==> config.mk <==
export PLATFORM = sky130hd
export DESIGN_NAME = pipe_hazard_ctrl_flat
export DESIGN_NICKNAME = d
export VERILOG_FILES = /design/src/rtl/pipe_hazard_ctrl_pkg.sv /design/src/rtl/pipe_hazard_ctrl_if.sv /design/src/rtl/pipe_hazard_ctrl_stall_watchdog.sv /design/src/rtl/pipe_hazard_ctrl.sv /design/src/flat_wrapper.sv
export SDC_FILE = /design/constraint.sdc
export NUM_CORES = 1
export LEC_CHECK = 0
export CORE_UTILIZATION = 49
export DETAILED_ROUTE_END_ITERATION = 7
export PLACE_DENSITY_LB_ADDON = 0.15
export SLEW_MARGIN = 40
export SYNTH_ARGS = -nofsm -noshare
export SYNTH_HDL_FRONTEND = slang
export SYNTH_SLANG_ARGS = --single-unit
==> constraint.sdc <==
create_clock -name clk -period 9 [get_ports clk]
set_clock_uncertainty 0.2 [all_clocks]
set_input_delay 1.35 -clock clk [delete_from_list [all_inputs] [get_ports clk]]
set_output_delay 1.35 -clock clk [all_outputs]
set_load 0.05 [all_outputs]
==> src/rtl/pipe_hazard_ctrl_pkg.sv <==
// pipe_hazard_ctrl_pkg: control codes, FSM states and stall-pattern helper
package pipe_hazard_ctrl_pkg;
    localparam int CTRL_W = 2;

    typedef enum logic [CTRL_W-1:0] {
        CTRL_NORMAL  = 2'b00,
        CTRL_STALLED = 2'b01,
        CTRL_FLUSH   = 2'b10
    } ctrl_e;

    typedef enum logic {ST_RUN = 1'b0, ST_DRAIN = 1'b1} state_e;

    // index 0 = PC, 1 = IF_ID, 2 = ID_EX, 3 = EX_MEM, 4 = MEM_WB
    typedef logic [4:0][CTRL_W-1:0] ctrl_vec_t;

    // applied redirect: PC loads the target, the two wrong-path registers take bubbles
    localparam ctrl_vec_t REDIR_VEC = 10'b00_00_10_10_00;

    // k registers hold, register k takes a bubble, the rest load; k=0 means no stall
    function automatic ctrl_vec_t stall_at(input int k);
        ctrl_vec_t v;
        for (int i = 0; i < 5; i++)
            v[i] = (k == 0) ? CTRL_NORMAL : (i < k) ? CTRL_STALLED : (i == k) ? CTRL_FLUSH : CTRL_NORMAL;
        return v;
    endfunction
endpackage

==> src/rtl/pipe_hazard_ctrl_if.sv <==
// pipe_hazard_ctrl_if: stall/redirect/fence requests in, pipeline register controls out
interface pipe_hazard_ctrl_if #(parameter int ADDR_W = 64);
    import pipe_hazard_ctrl_pkg::*;
    logic              if_stall_req;
    logic              id_stall_req;
    logic              ex_stall_req;
    logic              mem_stall_req;
    logic              ex_redirect_req;
    logic [ADDR_W-1:0] ex_redirect_pc;
    logic              fence_req;
    logic [CTRL_W-1:0] ctrl_pc_o;
    logic [CTRL_W-1:0] ctrl_if_id_o;
    logic [CTRL_W-1:0] ctrl_id_ex_o;
    logic [CTRL_W-1:0] ctrl_ex_mem_o;
    logic [CTRL_W-1:0] ctrl_mem_wb_o;
    logic              redirect_valid_o;
    logic [ADDR_W-1:0] redirect_pc_o;
    logic              drain_done_o;
    logic              stall_timeout_o;

    modport master (
        output if_stall_req, id_stall_req, ex_stall_req, mem_stall_req,
               ex_redirect_req, ex_redirect_pc, fence_req,
        input  ctrl_pc_o, ctrl_if_id_o, ctrl_id_ex_o, ctrl_ex_mem_o, ctrl_mem_wb_o,
               redirect_valid_o, redirect_pc_o, drain_done_o, stall_timeout_o
    );

    modport slave (
        input  if_stall_req, id_stall_req, ex_stall_req, mem_stall_req,
               ex_redirect_req, ex_redirect_pc, fence_req,
        output ctrl_pc_o, ctrl_if_id_o, ctrl_id_ex_o, ctrl_ex_mem_o, ctrl_mem_wb_o,
               redirect_valid_o, redirect_pc_o, drain_done_o, stall_timeout_o
    );
endinterface

==> src/rtl/pipe_hazard_ctrl_stall_watchdog.sv <==
// stall_watchdog: saturating count of consecutive PC-stall cycles, fires at TIMEOUT
module stall_watchdog #(
    parameter int TIMEOUT = 1023
) (
    input  logic clk,
    input  logic rst,
    input  logic i_stall,
    output logic o_timeout
);
    localparam int W = $clog2(TIMEOUT + 1);

    logic [W-1:0] r_cnt;

    // count while stalled, hold at TIMEOUT, clear as soon as the PC moves
    always_ff @(posedge clk or posedge rst)
        if (rst)
            r_cnt <= '0;
        else
            r_cnt <= !i_stall ? '0 : (r_cnt == W'(TIMEOUT)) ? r_cnt : r_cnt + 1'b1;

    assign o_timeout = (r_cnt == W'(TIMEOUT));
endmodule

==> src/rtl/pipe_hazard_ctrl.sv <==
// pipe_hazard_ctrl: per-register pipeline controls, redirect sequencing, fence drain, watchdog
module pipe_hazard_ctrl
    import pipe_hazard_ctrl_pkg::*;
#(
    parameter int ADDR_W    = 64,
    parameter int DRAIN_CYC = 3,
    parameter int TIMEOUT   = 1023
) (
    input  logic            clk,
    input  logic            rst,
    pipe_hazard_ctrl_if.slave bus
);
    localparam int DW = $clog2(DRAIN_CYC + 1);

    state_e            r_state, w_next;
    logic              r_pend;
    logic [ADDR_W-1:0] r_pend_pc;
    logic [DW-1:0]     r_dcnt;
    ctrl_vec_t         w_ctrl;
    logic              w_live, w_blk, w_apply, w_drain, w_clean, w_done, w_timeout;
    logic [ADDR_W-1:0] w_tgt;

    // a pending redirect owns the target; new requests are ignored until it applies
    assign w_live  = bus.ex_redirect_req | r_pend;
    assign w_tgt   = r_pend ? r_pend_pc : bus.ex_redirect_pc;
    assign w_blk   = bus.mem_stall_req | bus.ex_stall_req;
    assign w_apply = w_live & ~w_blk;
    assign w_drain = (r_state == ST_DRAIN);
    assign w_clean = w_drain & ~w_blk & ~w_live;
    assign w_done  = w_clean & (r_dcnt == DW'(DRAIN_CYC - 1));

    // controls: redirect first, then oldest stall; drain looks like an ID stall
    always_comb begin
        w_ctrl = '0;
        if (!rst)
            w_ctrl = w_apply ? REDIR_VEC :
                     bus.mem_stall_req ? stall_at(4) :
                     bus.ex_stall_req ? stall_at(3) :
                     (w_drain | bus.id_stall_req) ? stall_at(2) :
                     bus.if_stall_req ? stall_at(1) : stall_at(0);
    end

    // RUN/DRAIN next state: enter on a clean fence, leave on completion or redirect
    always_comb begin
        w_next = r_state;
        if (!w_drain && bus.fence_req && !w_live && !bus.id_stall_req && !w_blk)
            w_next = ST_DRAIN;
        if (w_drain && (w_apply || w_done))
            w_next = ST_RUN;
    end

    // state register and drain counter; counter only advances on unstalled drain cycles
    always_ff @(posedge clk or posedge rst)
        if (rst) begin
            r_state <= ST_RUN;
            r_dcnt  <= '0;
        end else begin
            r_state <= w_next;
            r_dcnt  <= (w_drain && w_next == ST_DRAIN) ? r_dcnt + DW'(w_clean) : '0;
        end

    // capture a blocked redirect once, release it when it finally applies
    always_ff @(posedge clk or posedge rst)
        if (rst) begin
            r_pend    <= 1'b0;
            r_pend_pc <= '0;
        end else if (w_apply) begin
            r_pend <= 1'b0;
        end else if (w_live && !r_pend) begin
            r_pend    <= 1'b1;
            r_pend_pc <= bus.ex_redirect_pc;
        end

    stall_watchdog #(.TIMEOUT(TIMEOUT)) u_wd (
        .clk       (clk),
        .rst       (rst),
        .i_stall   (w_ctrl[0] == CTRL_STALLED),
        .o_timeout (w_timeout)
    );

    assign bus.ctrl_pc_o        = w_ctrl[0];
    assign bus.ctrl_if_id_o     = w_ctrl[1];
    assign bus.ctrl_id_ex_o     = w_ctrl[2];
    assign bus.ctrl_ex_mem_o    = w_ctrl[3];
    assign bus.ctrl_mem_wb_o    = w_ctrl[4];
    assign bus.redirect_valid_o = ~rst & w_apply;
    assign bus.redirect_pc_o    = (~rst & w_apply) ? w_tgt : '0;
    assign bus.drain_done_o     = ~rst & w_done;
    assign bus.stall_timeout_o  = ~rst & w_timeout;
endmodule

==> src/flat_wrapper.sv <==
// flat-port wrapper written by rule: the top's interface ports become plain ports
module pipe_hazard_ctrl_flat import pipe_hazard_ctrl_pkg::*;
#(
    parameter int ADDR_W    = 64,
    parameter int DRAIN_CYC = 3,
    parameter int TIMEOUT   = 1023
)
  (clk, rst, bus_if_stall_req, bus_id_stall_req, bus_ex_stall_req, bus_mem_stall_req, bus_ex_redirect_req, bus_ex_redirect_pc, bus_fence_req, bus_ctrl_pc_o, bus_ctrl_if_id_o, bus_ctrl_id_ex_o, bus_ctrl_ex_mem_o, bus_ctrl_mem_wb_o, bus_redirect_valid_o, bus_redirect_pc_o, bus_drain_done_o, bus_stall_timeout_o);
  pipe_hazard_ctrl_if #(.ADDR_W(ADDR_W)) bus_i ();
  input  logic clk;
  input  logic rst;
  input wire logic [$bits(bus_i.if_stall_req)-1:0] bus_if_stall_req;
  input wire logic [$bits(bus_i.id_stall_req)-1:0] bus_id_stall_req;
  input wire logic [$bits(bus_i.ex_stall_req)-1:0] bus_ex_stall_req;
  input wire logic [$bits(bus_i.mem_stall_req)-1:0] bus_mem_stall_req;
  input wire logic [$bits(bus_i.ex_redirect_req)-1:0] bus_ex_redirect_req;
  input wire logic [$bits(bus_i.ex_redirect_pc)-1:0] bus_ex_redirect_pc;
  input wire logic [$bits(bus_i.fence_req)-1:0] bus_fence_req;
  output wire logic [$bits(bus_i.ctrl_pc_o)-1:0] bus_ctrl_pc_o;
  output wire logic [$bits(bus_i.ctrl_if_id_o)-1:0] bus_ctrl_if_id_o;
  output wire logic [$bits(bus_i.ctrl_id_ex_o)-1:0] bus_ctrl_id_ex_o;
  output wire logic [$bits(bus_i.ctrl_ex_mem_o)-1:0] bus_ctrl_ex_mem_o;
  output wire logic [$bits(bus_i.ctrl_mem_wb_o)-1:0] bus_ctrl_mem_wb_o;
  output wire logic [$bits(bus_i.redirect_valid_o)-1:0] bus_redirect_valid_o;
  output wire logic [$bits(bus_i.redirect_pc_o)-1:0] bus_redirect_pc_o;
  output wire logic [$bits(bus_i.drain_done_o)-1:0] bus_drain_done_o;
  output wire logic [$bits(bus_i.stall_timeout_o)-1:0] bus_stall_timeout_o;
  assign bus_i.if_stall_req = bus_if_stall_req;
  assign bus_i.id_stall_req = bus_id_stall_req;
  assign bus_i.ex_stall_req = bus_ex_stall_req;
  assign bus_i.mem_stall_req = bus_mem_stall_req;
  assign bus_i.ex_redirect_req = bus_ex_redirect_req;
  assign bus_i.ex_redirect_pc = bus_ex_redirect_pc;
  assign bus_i.fence_req = bus_fence_req;
  assign bus_ctrl_pc_o = bus_i.ctrl_pc_o;
  assign bus_ctrl_if_id_o = bus_i.ctrl_if_id_o;
  assign bus_ctrl_id_ex_o = bus_i.ctrl_id_ex_o;
  assign bus_ctrl_ex_mem_o = bus_i.ctrl_ex_mem_o;
  assign bus_ctrl_mem_wb_o = bus_i.ctrl_mem_wb_o;
  assign bus_redirect_valid_o = bus_i.redirect_valid_o;
  assign bus_redirect_pc_o = bus_i.redirect_pc_o;
  assign bus_drain_done_o = bus_i.drain_done_o;
  assign bus_stall_timeout_o = bus_i.stall_timeout_o;
  pipe_hazard_ctrl #(.ADDR_W(ADDR_W), .DRAIN_CYC(DRAIN_CYC), .TIMEOUT(TIMEOUT)) u_core (.clk(clk), .rst(rst), .bus(bus_i));
endmodule
==> results.json <==
{
  "clock-sinks": 78,
  "ant_nets": 0,
  "rrSetupSlack_ns": 6.31,
  "r2r_end": "u_core.r_pend_pc[34]$_DFFE_PP0P_",
  "period_minus_slack_ns": 5.881,
  "dieHeight_um": 94.17,
  "netlist_instances": 370,
  "synth_edf_count": 0,
  "cts_buffers": 9,
  "holdWs_ns": 0.3081,
  "min_path_type": "register to register",
  "drive_gt1_share_pct": 17.84,
  "wl_per_cell_um": 14.23,
  "crit_path_max_fanout": 80,
  "max_freq_mhz": 170.0,
  "required_ns": 7.45,
  "layout_commonest_cell": "clkdlybuf4s50_1",
  "postCtsSetupRepairBufs": 0,
  "final_cell_count_no_fill": 615,
  "drtIter0Drc": 55,
  "cp_cell_sequence": "clkdlybuf4s50_1 > clkinv_2 > buf_6 > nand2_1 > or2_4 > nor2_1 > clkdlybuf4s50_1",
  "leakagePower_nw": 2.551,
  "drc": 0,
  "status": "completed",
  "vias_per_cell": 5.124,
  "routed.top_layer": "met4",
  "min-delay-start": "u_core.r_pend_pc[6]$_DFFE_PP0P_",
  "final_nets": 579,
  "synthDistinctLibCells": 30,
  "worstMarginPinSlew_ns": 0.7017,
  "yosysWarnings": 0,
  "finalMaxSlewViolations": 0,
  "crit_top_cell": "clkdlybuf4s50_1",
  "crit_arrival_ns": 4.33,
  "finalSetupViolations": 0,
  "clockBufferDepth": 2,
  "clk_latency_ns": 0.34,
  "clockPowerShare_pct": 26.8,
  "grt_usage_pct": 20.32,
  "antenna_cells": 0,
  "startpoint_type": "primary input",
  "overflow": 0,
  "synth_area_um2": 4163,
  "fin_setup_tns_ns": 0,
  "wl_um": 8749,
  "dpl.cell_count": 599,
  "htree_levels": 3,
  "pwr-share-seq_pct": 46.3,
  "cpMaxStageDelayCell": "clkdlybuf4s50_1",
  "r2r_cells": 4,
  "maxCapViolCount": 0,
  "rsz0062_at_grt": "false",
  "ctsResizeCount": 0,
  "holdBufCountCts": 0,
  "slowest_delay_ns": 0.83,
  "finalCritPeriodShare_pct": 65.35,
  "rows": 33,
  "synth-seq-cells": 78,
  "met1Wirelength_um": 3794,
  "syn2layout_area_growth_pct": 40.37,
  "ios": 149,
  "worstHoldEndpoint": "u_core.r_pend_pc[6]$_DFFE_PP0P_",
  "grt_pass1_vias": 3033,
  "start_util_pct": 50.66,
  "dr_wl_met3_um": 499,
  "worstSetupEndpointType": "output pin",
  "path_delay_family": "buffers and inverters",
  "fillers": 658,
  "layout_common_cells": "clkdlybuf4s50_1, nor2_1, dfrtp_1",
  "ys.flop_type": "dfrtp_1",
  "timing_hold_violations_final": 0,
  "num_vias": 3151,
  "grt_max_degree": 81,
  "comb_power_share_pct": 26.9,
  "relSlewSlack_pct": 53.22,
  "grt_pass1_wl_um": 14030,
  "coreArea_um2": 8217,
  "p_switching_uw": 289.7,
  "swShare_pct": 29.24,
  "antenna_found_initial": 0,
  "cts_tree": "built",
  "avgSynthCellArea_um2": 11.25,
  "synth-async-reset-ratio_pct": 100.0,
  "ys_seq_area_share_pct": 46.89,
  "dpl.hpwl_um": 6151,
  "die_w_um": 94.17,
  "power_uw": 990.8,
  "worstSetupPathType": "primary input to output pin",
  "reg2reg_from": "u_core.r_pend$_DFFE_PP0P_",
  "floorplan.die_area_um2": 8868,
  "place.gp.congestion": 0.7699,
  "cp_num_buf_inv": 4,
  "portBuffers": 146,
  "hold_depth": 1,
  "internal_power_uw": 701.1,
  "drtPass1Iterations": 4,
  "p_per_area_nw_per_um2": 169.6,
  "clkTransAtPathRegs_ns": 0.07,
  "ir_drop_uv": 102.2,
  "dr_wl_met2_um": 4348,
  "cts_root_buf": "clkbuf_8"
}
routing by layer:
layer,vias up,track usage (%)
met5,-,0
met4,0,7.692
met3,9,3.560
met2,90,35.02
met1,1513,25.28
li1,1539,-
synth_stat cells (all sizes together), types with 2 or more instances:
cell	n	area share (%)
dfrtp	78	47
nor3	4	0.48
mux2i	65	16
ha	2	0.60
o31ai	3	0.54
and3	5	0.75
nor2b	2	0.30
buf	26	4.0
inv	4	0.36
a21oi	8	0.96
mux2	64	17
nand3	3	0.36
xor2	2	0.42
o21ai	2	0.24
nor2	78	7.2
nand4	2	0.66
xnor2	5	1.1
nor3b	2	0.36
nand2	8	0.72
stage by stage:
step	util [%]	area [um2]	setup slack, ns
floorplan	-	4167	2.942
global placement	68.49	5628	2.626
detailed placement	68.57	5634	3.068
CTS	71.11	5843	3.063
global route	71.11	5843	2.846
finish	71.11	5843	3.119
flip-flops by register name, summed over array words and instances (netlist names):
signal / flops
u_core.r_dcnt: 2
u_core.r_pend: 1
u_core.r_pend_pc: 64
u_core.r_state: 1
u_core.u_wd.r_cnt: 10
how the worst max path moves through the flow:
stage / from / endpoint / slack, ns / cells past startpoint
6_report: rst / bus_redirect_pc_o[4] / 3.12 / 7
5_1_grt: rst / bus_redirect_pc_o[4] / 2.85 / 7
4_1_cts: rst / bus_redirect_pc_o[32] / 3.06 / 7
3_5_place_dp: rst / bus_redirect_pc_o[32] / 3.07 / 7
3_3_place_gp: rst / bus_redirect_pc_o[32] / 2.63 / 7
2_1_floorplan: rst / bus_redirect_pc_o[14] / 2.94 / 6
area by class of cell:
cell class	instances	area, um2	share of cell area (%)
clock buffers	11	151.4	2.591
clock inverters	5	57.56	0.9850
inverters	4	16.27	0.2784
multi-input cells	262	2036	34.84
repair buffers	150	1495	25.59
well taps	105	131.4	2.248
flip-flops and latches	78	1956	33.47
cell families after synthesis:
kind of cell               count (synthesis)  synth area share [%]
AOI/OAI and AO/OA                         16                 2.375
adders and majority gates                  2                0.6010
other                                      1               0.09008
and+or+nand+nor                          106                 11.15
DFF                                       78                 46.89
xor gates and xnor gates                   7                 1.473
muxes                                    129                 32.94
buffers and inverters                     31                 4.478
power by group through the flow:
stage	Sequential [mW]	Clock, mW	Combinational, mW
2_1_floorplan	0.450	0	0.197
3_3_place_gp	0.461	0	0.264
3_5_place_dp	0.466	0	0.269
4_1_cts	0.458	0.274	0.270
5_1_grt	0.467	0.285	0.288
6_report	0.458	0.266	0.267
Note: power is estimated with default switching activity, not from simulation.
